<file path="src/rtl/fpu_normalize_round.sv">
// Normalizes a 49-bit adder sum and rounds it to an IEEE-754 single-precision result.
// Latency: out_valid rises on the third rising edge counting the accepting edge (IDLE->NORM->ROUND->DONE).
// Backpressure: the result is held in DONE until out_ready; in_ready is low outside IDLE.
module fpu_normalize_round (
    input  logic        clk,
    input  logic        rst,
    input  logic        in_valid,
    output logic        in_ready,
    input  logic [48:0] in_sum,
    input  logic        in_sign,
    input  logic        in_eff_sub,
    input  logic        in_sticky,
    input  logic [9:0]  in_exp,
    input  logic [2:0]  in_rm,
    output logic        out_valid,
    input  logic        out_ready,
    output logic [31:0] out_result,
    output logic [4:0]  out_flags
);

    localparam logic [1:0] S_IDLE  = 2'd0;
    localparam logic [1:0] S_NORM  = 2'd1;
    localparam logic [1:0] S_ROUND = 2'd2;
    localparam logic [1:0] S_DONE  = 2'd3;

    localparam logic [2:0] RM_RTZ = 3'b001;
    localparam logic [2:0] RM_RDN = 3'b010;
    localparam logic [2:0] RM_RUP = 3'b011;
    localparam logic [2:0] RM_RMM = 3'b100;

    logic [1:0]         r_state;
    logic [48:0]        r_sum;
    logic               r_sign;
    logic               r_eff_sub;
    logic               r_sticky;
    logic [9:0]         r_exp;
    logic [2:0]         r_rm;
    logic [47:0]        r_norm;
    logic               r_nsticky;
    logic signed [10:0] r_e;
    logic [31:0]        r_result;
    logic [4:0]         r_flags;

    logic [5:0]         w_lz;
    logic [47:0]        w_norm;
    logic               w_nsticky;
    logic signed [10:0] w_e;

    logic               w_g;
    logic               w_r;
    logic               w_s;
    logic               w_nx;
    logic               w_inc;
    logic [24:0]        w_mant_inc;
    logic [22:0]        w_frac;
    logic signed [10:0] w_e_fin;
    logic [31:0]        w_result;
    logic [4:0]         w_flags;

    assign in_ready   = (r_state == S_IDLE) && !rst;
    assign out_valid  = (r_state == S_DONE);
    assign out_result = r_result;
    assign out_flags  = r_flags;

    // Leading-zero count from bit 47 and normalization shift of the captured sum
    always_comb begin
        w_lz = 6'd0;
        for (int i = 0; i <= 47; i++) begin
            if (r_sum[i]) w_lz = 6'(47 - i);
        end
        if (r_sum[48]) begin
            w_norm    = r_sum[48:1];
            w_nsticky = r_sticky | r_sum[0];
            w_e       = $signed({1'b0, r_exp}) + 11'sd1;
        end else begin
            w_norm    = r_sum[47:0] << w_lz;
            w_nsticky = r_sticky;
            w_e       = $signed({1'b0, r_exp}) - $signed({5'b0, w_lz});
        end
    end

    // Rounding decision, mantissa increment and special-case result selection
    always_comb begin
        w_g  = r_norm[23];
        w_r  = r_norm[22];
        w_s  = (|r_norm[21:0]) | r_nsticky;
        w_nx = w_g | w_r | w_s;
        case (r_rm)
            RM_RTZ:  w_inc = 1'b0;
            RM_RDN:  w_inc = r_sign & w_nx;
            RM_RUP:  w_inc = !r_sign & w_nx;
            RM_RMM:  w_inc = w_g;
            default: w_inc = w_g & (w_r | w_s | r_norm[24]);
        endcase
        w_mant_inc = {1'b0, r_norm[47:24]} + 25'(w_inc);
        // All-ones mantissa rolling over becomes 1.0 with the exponent bumped
        if (w_mant_inc[24]) begin
            w_frac  = 23'd0;
            w_e_fin = r_e + 11'sd1;
        end else begin
            w_frac  = w_mant_inc[22:0];
            w_e_fin = r_e;
        end

        if ((r_sum == 49'd0) && !r_sticky) begin
            // Exact zero: cancellation yields -0 only when rounding down
            w_result = {(r_eff_sub ? (r_rm == RM_RDN) : r_sign), 31'd0};
            w_flags  = 5'b00000;
        end else if ((r_sum == 49'd0) || (w_e_fin <= 11'sd0)) begin
            // Flush-to-zero
            w_result = {r_sign, 31'd0};
            w_flags  = 5'b00011;
        end else if (w_e_fin >= 11'sd255) begin
            w_flags = 5'b00101;
            case (r_rm)
                RM_RTZ:  w_result = {r_sign, 31'h7F7FFFFF};
                RM_RDN:  w_result = r_sign ? 32'hFF800000 : 32'h7F7FFFFF;
                RM_RUP:  w_result = r_sign ? 32'hFF7FFFFF : 32'h7F800000;
                default: w_result = {r_sign, 31'h7F800000};
            endcase
        end else begin
            w_result = {r_sign, w_e_fin[7:0], w_frac};
            w_flags  = {4'b0000, w_nx};
        end
    end

    // Control FSM: one operation in flight, four cycles per operation minimum
    always_ff @(posedge clk or posedge rst) begin
        if (rst) begin
            r_state <= S_IDLE;
        end else begin
            case (r_state)
                S_IDLE:  if (in_valid && in_ready) r_state <= S_NORM;
                S_NORM:  r_state <= S_ROUND;
                S_ROUND: r_state <= S_DONE;
                default: if (out_ready) r_state <= S_IDLE;
            endcase
        end
    end

    // Input capture on acceptance only; inputs are ignored otherwise
    always_ff @(posedge clk or posedge rst) begin
        if (rst) begin
            r_sum     <= 49'd0;
            r_sign    <= 1'b0;
            r_eff_sub <= 1'b0;
            r_sticky  <= 1'b0;
            r_exp     <= 10'd0;
            r_rm      <= 3'd0;
        end else if (in_valid && in_ready) begin
            r_sum     <= in_sum;
            r_sign    <= in_sign;
            r_eff_sub <= in_eff_sub;
            r_sticky  <= in_sticky;
            r_exp     <= in_exp;
            r_rm      <= in_rm;
        end
    end

    // Normalized mantissa, sticky and exponent registered in NORM
    always_ff @(posedge clk or posedge rst) begin
        if (rst) begin
            r_norm    <= 48'd0;
            r_nsticky <= 1'b0;
            r_e       <= 11'sd0;
        end else if (r_state == S_NORM) begin
            r_norm    <= w_norm;
            r_nsticky <= w_nsticky;
            r_e       <= w_e;
        end
    end

    // Result registered in ROUND and held stable through DONE
    always_ff @(posedge clk or posedge rst) begin
        if (rst) begin
            r_result <= 32'd0;
            r_flags  <= 5'd0;
        end else if (r_state == S_ROUND) begin
            r_result <= w_result;
            r_flags  <= w_flags;
        end
    end

endmodule

</file>
<file path="config.mk">
export PLATFORM = sky130hd
export DESIGN_NAME = fpu_normalize_round
export DESIGN_NICKNAME = d
export VERILOG_FILES = /design/src/rtl/fpu_normalize_round.sv
export SDC_FILE = /design/constraint.sdc
export NUM_CORES = 1
export LEC_CHECK = 0
export CORE_MARGIN = 2
export CORE_UTILIZATION = 37
export DETAILED_ROUTE_END_ITERATION = 12
export SYNTH_ARGS = -nofsm -noshare
export SYNTH_HDL_FRONTEND = slang
export SYNTH_SLANG_ARGS = --single-unit
</file>
<file path="constraint.sdc">
create_clock -name clk -period 4.8 [get_ports clk]
set_input_delay 0.48 -clock clk [delete_from_list [all_inputs] [get_ports clk]]
set_output_delay 0.48 -clock clk [all_outputs]
set_load 0.05 [all_outputs]
</file>
; Word-level counts from Yosys, hierarchy flattened
; Index checks and enable logic that the tools add are counted.
[totals]
regBits = 164
latch_bits = 0
ram_bits = 0
mem_bits_ro = 0
word_cells = 115
n_memories = 0
[classes]
add_sub_neg = 4
n_mul = 0
div_mod_pow = 0
order_cmp = 2
eq_ne = 8
shifts = 1
muxes = 67
n_bitwise = 9
n_reduce_logical = 12
[ops]
columns = cell, count
row1 = $mux W6, 48
row2 = $mux W32, 5
row3 = $pmux W32 S3, 1
row4 = $logic_not A49 Y1, 1
row5 = $mux W48, 1
row6 = $shl A48 B6 Y48, 1
row7 = $add A24 B1 Y25, 1
row8 = $mux W23, 1
row9 = $mux W11, 2
row10 = $reduce_or A22 Y1, 1
row11 = $add A10 B1 Y11 const B, 1
row12 = $add A11 B2 Y11 const B, 1
row13 = $ge A11 B9 Y1 const B, 1
row14 = $le A11 B1 Y1 const B, 1
row15 = $sub A10 B6 Y11, 1
row16 = $mux W3, 3
row17 = $eq A3 B2 Y1 const B, 2
row18 = $or A1 B1 Y1, 6
row19 = $pmux W2 S3, 1
row20 = $eq A2 B2 Y1 const B, 2
row21 = $mux W2, 2
row22 = $pmux W1 S4, 1
row23 = $reduce_bool A4 Y1, 1
row24 = $and A1 B1 Y1, 3
row25 = 10 further kinds, 15

; Logic depth before layout (Yosys ltp)
[logic_depth]
word_depth = 50
mapped_depth = 24
ltp_nobuf = 20

; Worst setup path after synthesis
; Ideal clock, no wire load.
[synth_timing]
kind = reg-to-reg
startpoint = register r_sum[4]
endpoint = register r_e[9]
setup_ns = 0.125
arrival_time_ns = 4.820
required_time_ns = 4.675
setup_slack_ns = -0.145
stages_incl_launch_ff = 23
synth_period_minus_slack_ns = 4.945
cell_sequence = dfrtp_1 clkbuf_1 o311ai_0 a211oi_1 o221ai_1 o21ai_0 inv_1 buf_2 buf_2 clkbuf_1 ha_1 nor2b_1 ha_1 a21o_1 a21oi_1 o21bai_1 a21oi_1 o21bai_1 maj3_2 a21o_1 a21oi_1 xnor2_1 mux2_2
[synth_via]
elab_chain_len = 46
[synth_rtl]
columns = item, line_no
row1 = from (decl), 32  ; logic [48:0] r_sum;
row2 = from (signal assigned), 151  ; r_sum <= in_sum;
row3 = $mux W6 (44 in a row), 69  ; if (r_sum[i]) w_lz = 6'(47 - i);
row4 = $sub A10 B6 Y11, 78  ; w_e = $signed({1'b0, r_exp}) - $signed({5'b0, w_lz});
row5 = $mux W11, 71  ; if (r_sum[48]) begin
row6 = to (signal assigned), 169  ; r_e <= w_e;
row7 = to (decl), 40  ; logic signed [10:0] r_e;
; Every way passes these cells.
; A chain may end at the register's enable or synchronous reset.

; Worst setup path after layout
; Ends and elaborated chain as after synthesis.

==> metrics.md <==
| Metric | Value |
|---|---|
| GR Util All Layers | `26.6%` |
| Total core area | `0.0324 mm^2` |
| Synth top area share | `33.4%` |
| Via count | `11520` |
| CP cell instances | `nand2b_1, o311ai_0, a211oi_1, o221ai_2, o21ai_1, inv_2, ha_1, nor2b_1, ha_1, a21o_1, a21oi_1, o21bai_1, a21oi_1, o21bai_1, maj3_2, a21o_1, a21oi_1, xnor2_1, mux2_2` |
| H-tree level count | `4` |
| Sequential share of the synthesized area | `33.4%` |
| CTS sink cnt | `162` |
| IO Pins | `108` |
| Row count | `66` |
| Hpwl dp | `33400 um` |
| Max incr delay on CP | `0.50 ns` |
| Worst slew pin tran | `1.16 ns` |
| Max Cap Viol | `0` |
| Max-slew violation count | `0` |
| Synth unique cells | `80` |
| Vias in the first global route | `11137` |
| Initial core utilization | `37.4%` |
| Total CTS buffers | `17` |
| Antenna diode count | `0` |
| Layout cell share with drive strength beyond 1 | `16.1%` |
| Mapped Cells | `1370` |
| Mean Syn Cell Area | `8.85 um^2` |
| Req. time, crit path | `5.14 ns` |
| Final WL | `44400 um` |
| Chip width | `185 um` |
| Clk_skew | `0.0171 ns` |
| Worst-skew pair later-pin latency | `0.46 ns` |
| CTS tree | `yes` |
| Cell taking the most area after synthesis | `dfrtp_1` |
| Largest net degree at the start of global routing | `86` |
| Antenna violations before repair | `0` |
| FMAX | `223 MHz` |
| Clk buf depth | `2` |
| Antenna-violating nets left | `0` |
| Clock transition at path regs | `0.07 ns` |
| Crit path max-delay cell type | `dfrtp_1` |
| Final Wtd Congestion | `1.00` |
| Status | `finished, final reports clean` |
| Synth Cell Area | `0.0121 mm^2` |
| EDFF count, synth | `0` |
| Wire per inst | `23.2 um` |
| Total global routing overflow | `0` |
| Largest cells by area after synthesis | `dfrtp_1, mux2i_1, mux2_2` |
| Critical path fanouts, max | `8` |
| DRC viols | `0` |
| 1st-iter DRT viols | `1317` |
| Ys flop type | `dfrtp_1` |
| CP dominant cell by count | `a21oi_1` |
| Vias per cell | `6.03` |
| Final Hold Viols | `0` |
| CP Launch Type | `flop` |
| Final min period | `4.48 ns` |
| Data arrival, critical path | `4.82 ns` |
| Asr flop ratio synth | `100%` |
| Port bufs | `105` |
| Most common cell in the netlist | `dfrtp_1` |
| Post-CTS Hold Fix Bufs | `0` |
| Worst hold path type | `flop to flop` |
| Commonest cells post-synth | `dfrtp_1, mux2i_1, nand2_1` |
| PostCTS Resize Cnt | `0` |
| Die area | `0.0342 mm^2` |
| CTS root buffer | `clkbuf_16` |
| Relative slew margins | `22.0%` |
| Crit end category | `flop` |
| NumNets Final | `1544` |
| Final Cycle Share | `93.3%` |
| Synth Register Bits | `162` |
| Syn. warnings | `0` |
| First-pass GRT wire length | `68700 um` |
| Setup-failing EPs final | `0` |
| P&R area growth vs syn | `19.5%` |
| Setup CP Type | `flop to flop` |
| Setup bufs post-CTS | `0` |
| Setup_tns | `0 ns` |
| RSZ-0062 raised after global routing | `no` |
| Chip Height | `185 um` |
| DR pass1 iterations | `6` |
==> area by class of cell <==
cell class,instances,area [um^2]
Clock inverter,10,98.8
Clock buffer,22,474
Inverter,31,120
Sequential cell,162,4050
Tap cell,442,553
Multi-Input combinational cell,1052,7480
Fill cell,3213,17900
Timing Repair Buffer,192,1720
==> placed cells by master (no fill, tap or decap), drive strengths merged, types with 36 or more instances in the layout <==
cell type      synthesis  final
xnor2                 37     37
dfrtp                162    162
nor3                  36     36
clkdlybuf4s50          0    105
o21ai                 57     57
nand2                109    109
a21oi                 96     96
mux2                  91     91
mux2i                109    109
nor2                 106    106
buf                   48     87
==> registers in the layout, summed over array words and instances (netlist names) <==
signal,count
r_state,2
r_exp,10
r_sum,49
r_sticky,1
r_rm,3
r_e,11
out_flags,3
out_result,32
r_eff_sub,1
r_norm,48
r_nsticky,1
r_sign,1
==> per-layer routing <==
layer	part of all wire [%]	track usage, %	vias to the layer above
li1	-	-	5305
met1	44	36.5	5548
met2	44	41.2	564
met3	7.5	3.58	103
met4	4.5	13.0	0
met5	0	0	-
==> worst max-delay path: cells and delay by family (launching register included) <==
family	cells	cell delay, ns
simple gates	2	0.41
compound gates	11	2.14
buf+inv	1	0.08
fa+ha+maj	3	0.90
flops	1	0.50
xor+xnor	1	0.08
mux	1	0.25
==> path summary, 6_finish.rpt <==
path,startpoint,end,slack (ns),depth (start not counted)
setup / recovery,r_sum[4],r_e[9],0.32,19
hold / removal,out_result[26],out_result[26],0.48,1
setup reg to reg,r_sum[4],r_e[9],0.32,19
hold reg to reg,out_result[26],out_result[26],0.48,1
max in group asynchronous,rst,r_norm[7],3.18,3
min in group asynchronous,rst,out_result[0],0.56,2
==> logic make-up after synthesis <==
logic type,after synthesis,synth area share [%]
XOR/XNOR,43,3.11
AO/OA/AOI/OAI,399,22.9
AND/OR/NAND/NOR,386,15.4
buffers and inverters,157,5.26
other,1,0.0309
flip-flops,162,33.4
adder cells (fa/ha/maj),21,2.20
multiplexers,201,17.6
==> per-stage QoR <==
stage	area, um^2	util [%]	worst slack (ns)	hold slack (ns)	std cells
final	14500	44.8	0.324	0.477	1911
after global routing	14500	44.8	0.00765	0.494	1911
after CTS	14500	44.8	0.327	0.484	1911
after detailed placement	13900	43.0	0.346	0.469	1879
after global placement	13900	43.0	0.443	0.462	1879
after floorplan	12100	-	0.0345	0.452	1371
Power is left out: the tool's default activity adds up to more than one toggle a clock period on the data nets, which glitch-free logic cannot reach.
